`config.mk`:
```
export PLATFORM = sky130hd
export DESIGN_NAME = td_init_ctrl
export DESIGN_NICKNAME = d
export VERILOG_FILES = /design/src/rtl/td_init_ctrl.sv
export SDC_FILE = /design/constraint.sdc
export NUM_CORES = 1
export LEC_CHECK = 0
export ABC_AREA = 1
export CAP_MARGIN = 15
export CORE_UTILIZATION = 30
export DETAILED_ROUTE_END_ITERATION = 8
export GPL_ROUTABILITY_DRIVEN = 0
export GPL_TIMING_DRIVEN = 0
export HOLD_SLACK_MARGIN = 0.06
export SETUP_SLACK_MARGIN = 0.15
export SLEW_MARGIN = 20
export SYNTH_ARGS = -nofsm -noshare
export SYNTH_HDL_FRONTEND = slang
export SYNTH_SLANG_ARGS = --single-unit
```
`constraint.sdc`:
```
create_clock -name clock -period 1.98 [get_ports clock]
set_clock_uncertainty 0.05 [all_clocks]
set_input_delay 0.297 -clock clock [delete_from_list [all_inputs] [get_ports clock]]
set_output_delay 0.297 -clock clock [all_outputs]
set_load 0.05 [all_outputs]
```
`src/rtl/td_init_ctrl.sv`:
```
// Bring-up and supervision controller for an external BT.656 TV decoder: pulses the
// decoder reset, writes the register table over the shared I2C write master, waits
// for video lock, then supervises lock and restarts the sequence on errors or request.
// Ports: clock/nreset (async active-low), start (re-init), nTDreset (decoder reset),
//   tbl_addr/tbl_data (table ROM, 1-cycle read), wr_* (I2C write request/response),
//   td_lock (async lock status), ready/error/retry_cnt (status).
module td_init_ctrl #(
  parameter int          RST_LOW_CYCLES  = 700000,
  parameter int          RST_WAIT_CYCLES = 700000,
  parameter int          NUM_REGS        = 16,
  parameter logic [7:0]  DEV_ADDR        = 8'h40,
  parameter int          LOCK_STABLE     = 1024,
  parameter int          LOCK_TIMEOUT    = 4000000,
  parameter int          MAX_RETRIES     = 3
) (
  input  logic        clock,
  input  logic        nreset,
  input  logic        start,
  output logic        nTDreset,
  output logic [7:0]  tbl_addr,
  input  logic [15:0] tbl_data,
  output logic        wr_valid,
  input  logic        wr_ready,
  output logic [7:0]  wr_dev,
  output logic [7:0]  wr_reg,
  output logic [7:0]  wr_data,
  input  logic        wr_done,
  input  logic        wr_err,
  input  logic        td_lock,
  output logic        ready,
  output logic        error,
  output logic [1:0]  retry_cnt
);

  typedef enum logic [2:0] {
    RST_ASSERT, RST_WAIT, CFG_FETCH, CFG_ISSUE, CFG_WAIT, LOCK_WAIT, RUN, ERROR
  } state_t;

  // Terminal counts: a counter "reaches" N on the cycle it holds N-1.
  localparam logic [23:0] RST_LOW_LAST  = 24'(RST_LOW_CYCLES - 1);
  localparam logic [23:0] RST_WAIT_LAST = 24'(RST_WAIT_CYCLES - 1);
  localparam logic [23:0] STABLE_LAST   = 24'(LOCK_STABLE - 1);
  localparam logic [23:0] TIMEOUT_LAST  = 24'(LOCK_TIMEOUT - 1);
  localparam logic [7:0]  LAST_IDX      = 8'(NUM_REGS - 1);
  localparam logic [1:0]  MAX_R         = 2'(MAX_RETRIES);

  state_t      state, state_n;
  logic [23:0] cnt, cnt_n;               // reset/wait counter, reused as lock timeout
  logic [23:0] stable_cnt, stable_cnt_n;
  logic [7:0]  tbl_addr_n, wr_reg_n, wr_data_n;
  logic [1:0]  retry_n;
  logic        fetch_ph, fetch_ph_n;     // 0: address presented, 1: ROM data valid
  logic        nTDreset_n, wr_valid_n, ready_n, error_n;
  logic        do_retry;
  logic        lock_meta, lock_s;

  // Device address never changes; it is a constant, not state.
  assign wr_dev = DEV_ADDR;

  always_ff @(posedge clock or negedge nreset) begin
    if (!nreset) begin
      lock_meta <= 1'b0;
      lock_s    <= 1'b0;
    end else begin
      lock_meta <= td_lock;
      lock_s    <= lock_meta;
    end
  end

  always_ff @(posedge clock or negedge nreset) begin
    if (!nreset) begin
      state      <= RST_ASSERT;
      cnt        <= '0;
      stable_cnt <= '0;
      fetch_ph   <= 1'b0;
      tbl_addr   <= '0;
      wr_reg     <= '0;
      wr_data    <= '0;
      nTDreset   <= 1'b0;
      wr_valid   <= 1'b0;
      ready      <= 1'b0;
      error      <= 1'b0;
      retry_cnt  <= '0;
    end else begin
      state      <= state_n;
      cnt        <= cnt_n;
      stable_cnt <= stable_cnt_n;
      fetch_ph   <= fetch_ph_n;
      tbl_addr   <= tbl_addr_n;
      wr_reg     <= wr_reg_n;
      wr_data    <= wr_data_n;
      nTDreset   <= nTDreset_n;
      wr_valid   <= wr_valid_n;
      ready      <= ready_n;
      error      <= error_n;
      retry_cnt  <= retry_n;
    end
  end

  // tbl_addr doubles as the table index.
  always_comb begin
    state_n      = state;
    cnt_n        = cnt;
    stable_cnt_n = stable_cnt;
    fetch_ph_n   = fetch_ph;
    tbl_addr_n   = tbl_addr;
    wr_reg_n     = wr_reg;
    wr_data_n    = wr_data;
    nTDreset_n   = nTDreset;
    wr_valid_n   = wr_valid;
    ready_n      = ready;
    error_n      = error;
    retry_n      = retry_cnt;
    do_retry     = 1'b0;

    unique case (state)
      RST_ASSERT: begin
        nTDreset_n = 1'b0;
        if (cnt == RST_LOW_LAST) begin
          cnt_n      = '0;
          nTDreset_n = 1'b1;
          state_n    = RST_WAIT;
        end else begin
          cnt_n = cnt + 24'd1;
        end
      end
      RST_WAIT: begin
        if (cnt == RST_WAIT_LAST) begin
          cnt_n      = '0;
          tbl_addr_n = '0;
          fetch_ph_n = 1'b0;
          state_n    = CFG_FETCH;
        end else begin
          cnt_n = cnt + 24'd1;
        end
      end
      CFG_FETCH: begin
        if (!fetch_ph) begin
          fetch_ph_n = 1'b1;
        end else begin
          fetch_ph_n = 1'b0;
          wr_reg_n   = tbl_data[15:8];
          wr_data_n  = tbl_data[7:0];
          wr_valid_n = 1'b1;
          state_n    = CFG_ISSUE;
        end
      end
      CFG_ISSUE: begin
        // wr_done here belongs to an abandoned write and is ignored.
        if (wr_ready) begin
          wr_valid_n = 1'b0;
          state_n    = CFG_WAIT;
        end
      end
      CFG_WAIT: begin
        if (wr_done) begin
          if (wr_err) begin
            do_retry = 1'b1;
          end else if (tbl_addr == LAST_IDX) begin
            cnt_n        = '0;
            stable_cnt_n = '0;
            state_n      = LOCK_WAIT;
          end else begin
            tbl_addr_n = tbl_addr + 8'd1;
            state_n    = CFG_FETCH;
          end
        end
      end
      LOCK_WAIT: begin
        if (lock_s && stable_cnt == STABLE_LAST) begin
          ready_n = 1'b1;
          state_n = RUN;
        end else begin
          stable_cnt_n = lock_s ? stable_cnt + 24'd1 : '0;
          if (cnt == TIMEOUT_LAST) begin
            do_retry = 1'b1;
          end else begin
            cnt_n = cnt + 24'd1;
          end
        end
      end
      RUN: begin
        // Lock loss only re-qualifies lock; the decoder keeps its configuration.
        if (!lock_s) begin
          ready_n      = 1'b0;
          cnt_n        = '0;
          stable_cnt_n = '0;
          state_n      = LOCK_WAIT;
        end
      end
      ERROR: begin
        error_n    = 1'b1;
        nTDreset_n = 1'b1;
      end
      default: state_n = RST_ASSERT;
    endcase

    if (do_retry) begin
      ready_n = 1'b0;
      if (retry_cnt < MAX_R) begin
        retry_n    = retry_cnt + 2'd1;
        cnt_n      = '0;
        nTDreset_n = 1'b0;
        state_n    = RST_ASSERT;
      end else begin
        error_n    = 1'b1;
        nTDreset_n = 1'b1;
        state_n    = ERROR;
      end
    end

    // Re-initialise request overrides every other transition.
    if (start) begin
      retry_n      = '0;
      error_n      = 1'b0;
      ready_n      = 1'b0;
      wr_valid_n   = 1'b0;
      cnt_n        = '0;
      stable_cnt_n = '0;
      fetch_ph_n   = 1'b0;
      nTDreset_n   = 1'b0;
      state_n      = RST_ASSERT;
    end
  end

endmodule

```
; Yosys cells after proc, flatten, opt, wreduce, memory -nomap -nowiden
; Index checks and enable logic that the tools add are counted.
[op_classes]
addsub = 4
magnitude_cmp = 1
n_eq_ne = 31
muxes = 67
n_reduce_logical = 20
[ops]
columns = cell, count
row1 = 24-bit 2-to-1 mux, 17
row2 = 24-bit case mux with 4 select lines, 1
row3 = 24-bit case mux with 3 select lines, 1
row4 = "24-bit by 1-bit adder with 24-bit output, second input constant", 2
row5 = 3-bit 2-to-1 mux, 12
row6 = 8-bit 2-to-1 mux, 4
row7 = "4-bit != test, second input constant", 8
row8 = "24-bit by 10-bit equality test with 1-bit output, second input constant", 1
row9 = "24-bit by 20-bit equality test with 1-bit output, second input constant", 1
row10 = "24-bit by 22-bit equality test with 1-bit output, second input constant", 1
row11 = "3-bit != test, second input constant", 8
row12 = 1-bit 2-to-1 mux, 22
row13 = 3-bit case mux with 7 select lines, 1
row14 = 8-bit case mux with 2 select lines, 1
row15 = "3-bit equality test, second input constant", 4
row16 = 4-bit nonzero test, 3
row17 = 1-bit case mux with 2 select lines, 5
row18 = 9-bit AND reduction, 1
row19 = 9-bit nonzero test, 1
row20 = "8-bit by 1-bit adder with 8-bit output, second input constant", 1
row21 = "8-bit by 4-bit equality test with 1-bit output, second input constant", 1
row22 = "2-bit != test, second input constant", 4
row23 = "3-bit by 2-bit equality test with 1-bit output, second input constant", 2
row24 = 2-bit 2-to-1 mux, 3
row25 = other kinds (12), 18
[totals]
reg_bits = 84
in_bits = 23
output_inout_bits = 38
elab_cells = 137

; Logic depth before layout (Yosys ltp)
[depth]
ltp_word = 8
depth_mapped = 14
depth_no_buf = 13

; Worst setup path after synthesis
; No wires, ideal clock.
[synth_timing]
path_kind = flip-flop to flip-flop
start = reg tbl_addr[0]
end = reg cnt[17]
setup_time_ps = 121
arrival_ps = 1999
required_ps = 1809
setup_slack_ps = -190
path_stages_with_launch = 12
n_path_buf = 1
synth_period_minus_slack_ps = 2170
path_cell_list = dfrtp_1 ha_1 nand2_1 inv_1 nand2_2 o21ai_2 nand4_1 inv_1 nand2_1 buf_4 nor3_1 nor2_2
[synth_between]
elab_chain_len = 8
[synth_rtl]
columns = element, line_no
row1 = start: declaration, 20  ; output logic [7:0] tbl_addr,
row2 = start signal: assignment, 89  ; tbl_addr <= tbl_addr_n;
row3 = 8-bit by 4-bit equality test with 1-bit output *, 159  ; end else if (tbl_addr == LAST_IDX) begin
row4 = 24-bit 2-to-1 mux *, 159
row5 = 24-bit 2-to-1 mux *, 157  ; if (wr_err) begin
row6 = 24-bit 2-to-1 mux *, 156  ; if (wr_done) begin
row7 = 24-bit case mux with 4 select lines *, 116  ; unique case (state)
row8 = 24-bit 2-to-1 mux, 200  ; if (retry_cnt < MAX_R) begin
row9 = 24-bit 2-to-1 mux *, 198  ; if (do_retry) begin
row10 = 24-bit 2-to-1 mux *, 213  ; if (start) begin
row11 = via cnt_n[17], 48  ; logic [23:0] cnt, cnt_n;
row12 = end signal: assignment, 86  ; cnt <= cnt_n;
row13 = end: declaration, 48
; Mark *: on every way through the listed nets, which the timed path passes. The rest lies on a longest branch.
; A chain may end at the register's enable or synchronous reset.

; Worst setup path in the final report
[layout_timing]
start = reg cnt[22]
end = reg cnt[19]
[layout_between]
elab_chain_len = 7
elab_cells_between_ends = 12
cone_classes = eq/ne (2) / mux (10)
[layout_rtl]
columns = element, line_no
row1 = 24-bit by 22-bit equality test with 1-bit output, 175  ; if (cnt == TIMEOUT_LAST) begin
row2 = 24-bit 2-to-1 mux, 175
row3 = 24-bit 2-to-1 mux, 170  ; if (lock_s && stable_cnt == STABLE_LAST) begin
row4 = 24-bit case mux with 4 select lines, 116
row5 = 24-bit 2-to-1 mux, 200
row6 = 24-bit 2-to-1 mux *, 198
row7 = 24-bit 2-to-1 mux *, 213
row8 = via cnt_n[19], 48
; Marked as above.

==> flow_summary.yaml <==
run_status:
  status: "complete, but fails checks"
  violations: "setup timing"
global_routing:
  grt_pass1_wl_um: 25000
  grt_max_degree: 49
  grt_overflow: 0
  first_global_vias: 5084
  grt_antenna_before_repair: 0
  grtUsageTotal_pct: 17.2
critical_path:
  r2r_cells: 14
  cp-start-kind: "flip-flop"
  end_kind: "flip-flop"
  cp_max_fo: 6
  crit_type: "reg -> reg"
  startpoint: "cnt[22]"
  r2r-start: "cnt[22]"
  critical_path_required_ns: 2.20
  rrSetupSlack_ns: -0.001
  critPathArrivalTime_ns: 2.20
  regToRegEndpoint: "cnt[19]"
  critPathCapture: "cnt[19]"
yosys:
  synthSimpleGateAreaFrac_pct: 34.9
  synth_fa_ha_area_share_pct: 0.920
  ys_seq_area_share_pct: 38.6
  synth_top_family_by_area: "simple AND/OR/NAND/NOR gates"
  synthMuxAreaShare_pct: 3.31
  netlist_area_mm2: 0.00544
  ys_ff_latch: 84
  syn_area_per_cell_um2: 7.33
  ys_warn_count: 0
  synth_compound_area_share_pct: 7.73
  ys_top_cells_by_area: "dfrtp_1 (39%), nand2_1 (12%), nor2_1 (6.3%)"
  synth_top_area_share_pct: 38.6
  synthXorXnorAreaFrac_pct: 3.38
  synthCells: 742
  synth_largest_area_cell: "dfrtp_1"
  synth_cell_types: 42
power:
  p_leak_nw: 3.94
  p_per_area_mw_per_mm2: 921
  ir_drop_v: 0.000710
  total_power_mw: 7.54
timing:
  setup_tns_ns: -0.00111
  hold_viol_final: 0
  min_period_ns: 1.98
  setup_viol: 1
  drv_slew: 0
  rsz0062_at_grt: "true"
  slew_headroom_pct: 63.5
  post-route-period-util_pct: 100
  fmax_ghz: 0.505
  tightest_slew_ns: 0.547
  fin_ws_ns: -0.00111
clocking:
  clockBufferDepth: 2
  clkLatencyLatePin_ns: 0.35
  cts_max_level: 3
  cts_buffers: 9
  cts_root_buffer: "clkbuf_16"
  path_clk_slew_ns: 0.07
  cts_tree: "built"
  cts.sinks: 84
floorplan:
  coreArea_mm2: 0.0175
  start_util_pct: 31.1
  ios: 61
  die_area_mm2: 0.0187
  num_rows: 48
  chipWidth_um: 137
  die_h_um: 137
final_layout:
  num_antenna_cells: 0
  final_nets: 918
  drive_gt1_share_pct: 38.4
  top_regs: "cnt: 24 flops, stable_cnt: 24 flops"
  final_common_cell: "nand2_1"
  area_growth_pct: 50.5
  layout_common_cells: "nand2_1 (131), inv_1 (75), dfrtp_1 (70)"
detailed_routing:
  vias_per_cell: 4.89
  drtAntennaViolNets: 0
  drtPass1Iterations: 5
  first_iter_violations: 303
  wl_per_cell_um: 14.2
  drcViolationCount: 0
  routed-via-count: 5485
  totalWireLength_um: 16000
min_path:
  whs_path_depth: 2
  min_path_type: "in -> reg"
placement:
  hpwlAfterDp_um: 9850
  io_buffers: 51
run:
  cap_violations: 0
-- area by class of cell --
class / count / area, um^2
sequential: 84 / 2120
timing repair buffer: 131 / 1280
fill: 1648 / 9290
clock buffer: 10 / 229
inverter: 104 / 425
clock inverter: 6 / 71.3
buffer: 27 / 270
tap: 225 / 282
multi-input combinational: 534 / 3500
-- metrics by stage --
stage                     utilization [%]  setup slack (ns)  cell area [um^2]  hold WS, ns  cells
after floorplan                         -            0.0371              5500      -0.0486    748
after global placement               36.0             -3.08              6290        0.286   1024
after detailed placement             36.2            -0.158              6320        0.175   1025
after CTS                            42.9            0.0551              7500        0.265   1091
after global routing                 46.8           -0.0709              8180        0.260   1121
final                                46.8          -0.00111              8180        0.264   1121
-- critical path, cell delays in order (launching register included) --
cell     delay [ns]
dfrtp_2        0.46
nor2_2         0.17
nand2_1        0.09
nor2_2         0.11
buf_4          0.13
nand4_1        0.15
nand2_2        0.10
nand2_2        0.06
nand2_2        0.08
buf_6          0.11
inv_8          0.04
buf_8          0.13
nand3_2        0.09
nand2_4        0.05
nor2_2         0.08
-- worst min path at each step --
stage	end	slack [ns]	startpoint
global route	error	0.26	start
global placement	lock_s	0.29	lock_meta
finish	error	0.26	start
floorplan	cnt[0]	-0.05	nreset
detailed placement	cnt[6]	0.17	nreset
CTS	error	0.26	start
-- cell families (layout without fill, tap and decap cells) --
logic type	after synthesis	after routing
other	2	8
flip-flops	84	84
XOR/XNOR	21	21
AO/OA/AOI/OAI	75	75
adder cells (fa/ha/maj)	4	4
multiplexers	16	16
buffers and inverters	131	278
AND/OR/NAND/NOR	409	410
-- where the power goes --
part | switching [mW] | total (mW) | internal, mW | leakage [nW]
logic | 2.21 | 3.63 | 1.42 | 2.69
registers | 0.177 | 2.14 | 1.96 | 1.10
clock network | 0.770 | 1.76 | 0.995 | 0.145
-- routing by layer --
| layer | routed length, um | GRT usage (%) | vias up |
|---|---|---|---|
| met5 | 0 | 0 | - |
| met4 | 459 | 8.52 | 0 |
| met3 | 985 | 3.59 | 42 |
| met2 | 7430 | 27.1 | 189 |
| met1 | 7080 | 22.3 | 2579 |
| li1 | - | - | 2675 |
-- cells in the mapped netlist, drive strengths merged --
library cell    n
xor2           16
clkinv          2
o2bb2ai         1
nor3           37
nand2         186
conb            2
nand3          62
xnor2           5
nand4          18
mux2           16
a21o            1
inv           102
o31ai           3
o21ai          46
o2111ai         1
buf            26
clkbuf          1
a21oi          17
o211ai          2
o41ai           4
nand3b          1
ha              4
nor2          105
dfrtp          84
-- timing repair --
item / in CTS / in global routing
setup endpoints to repair: 102 / 74
gates resized for setup: 170 / 125
endpoints found under the hold margin: 36 / 0
setup buffers: 41 / 29
hold buffers: 1 / 0
gates cloned: 8 / 1
pin swaps: 42 / 48
(Power assumes the default switching activity.)
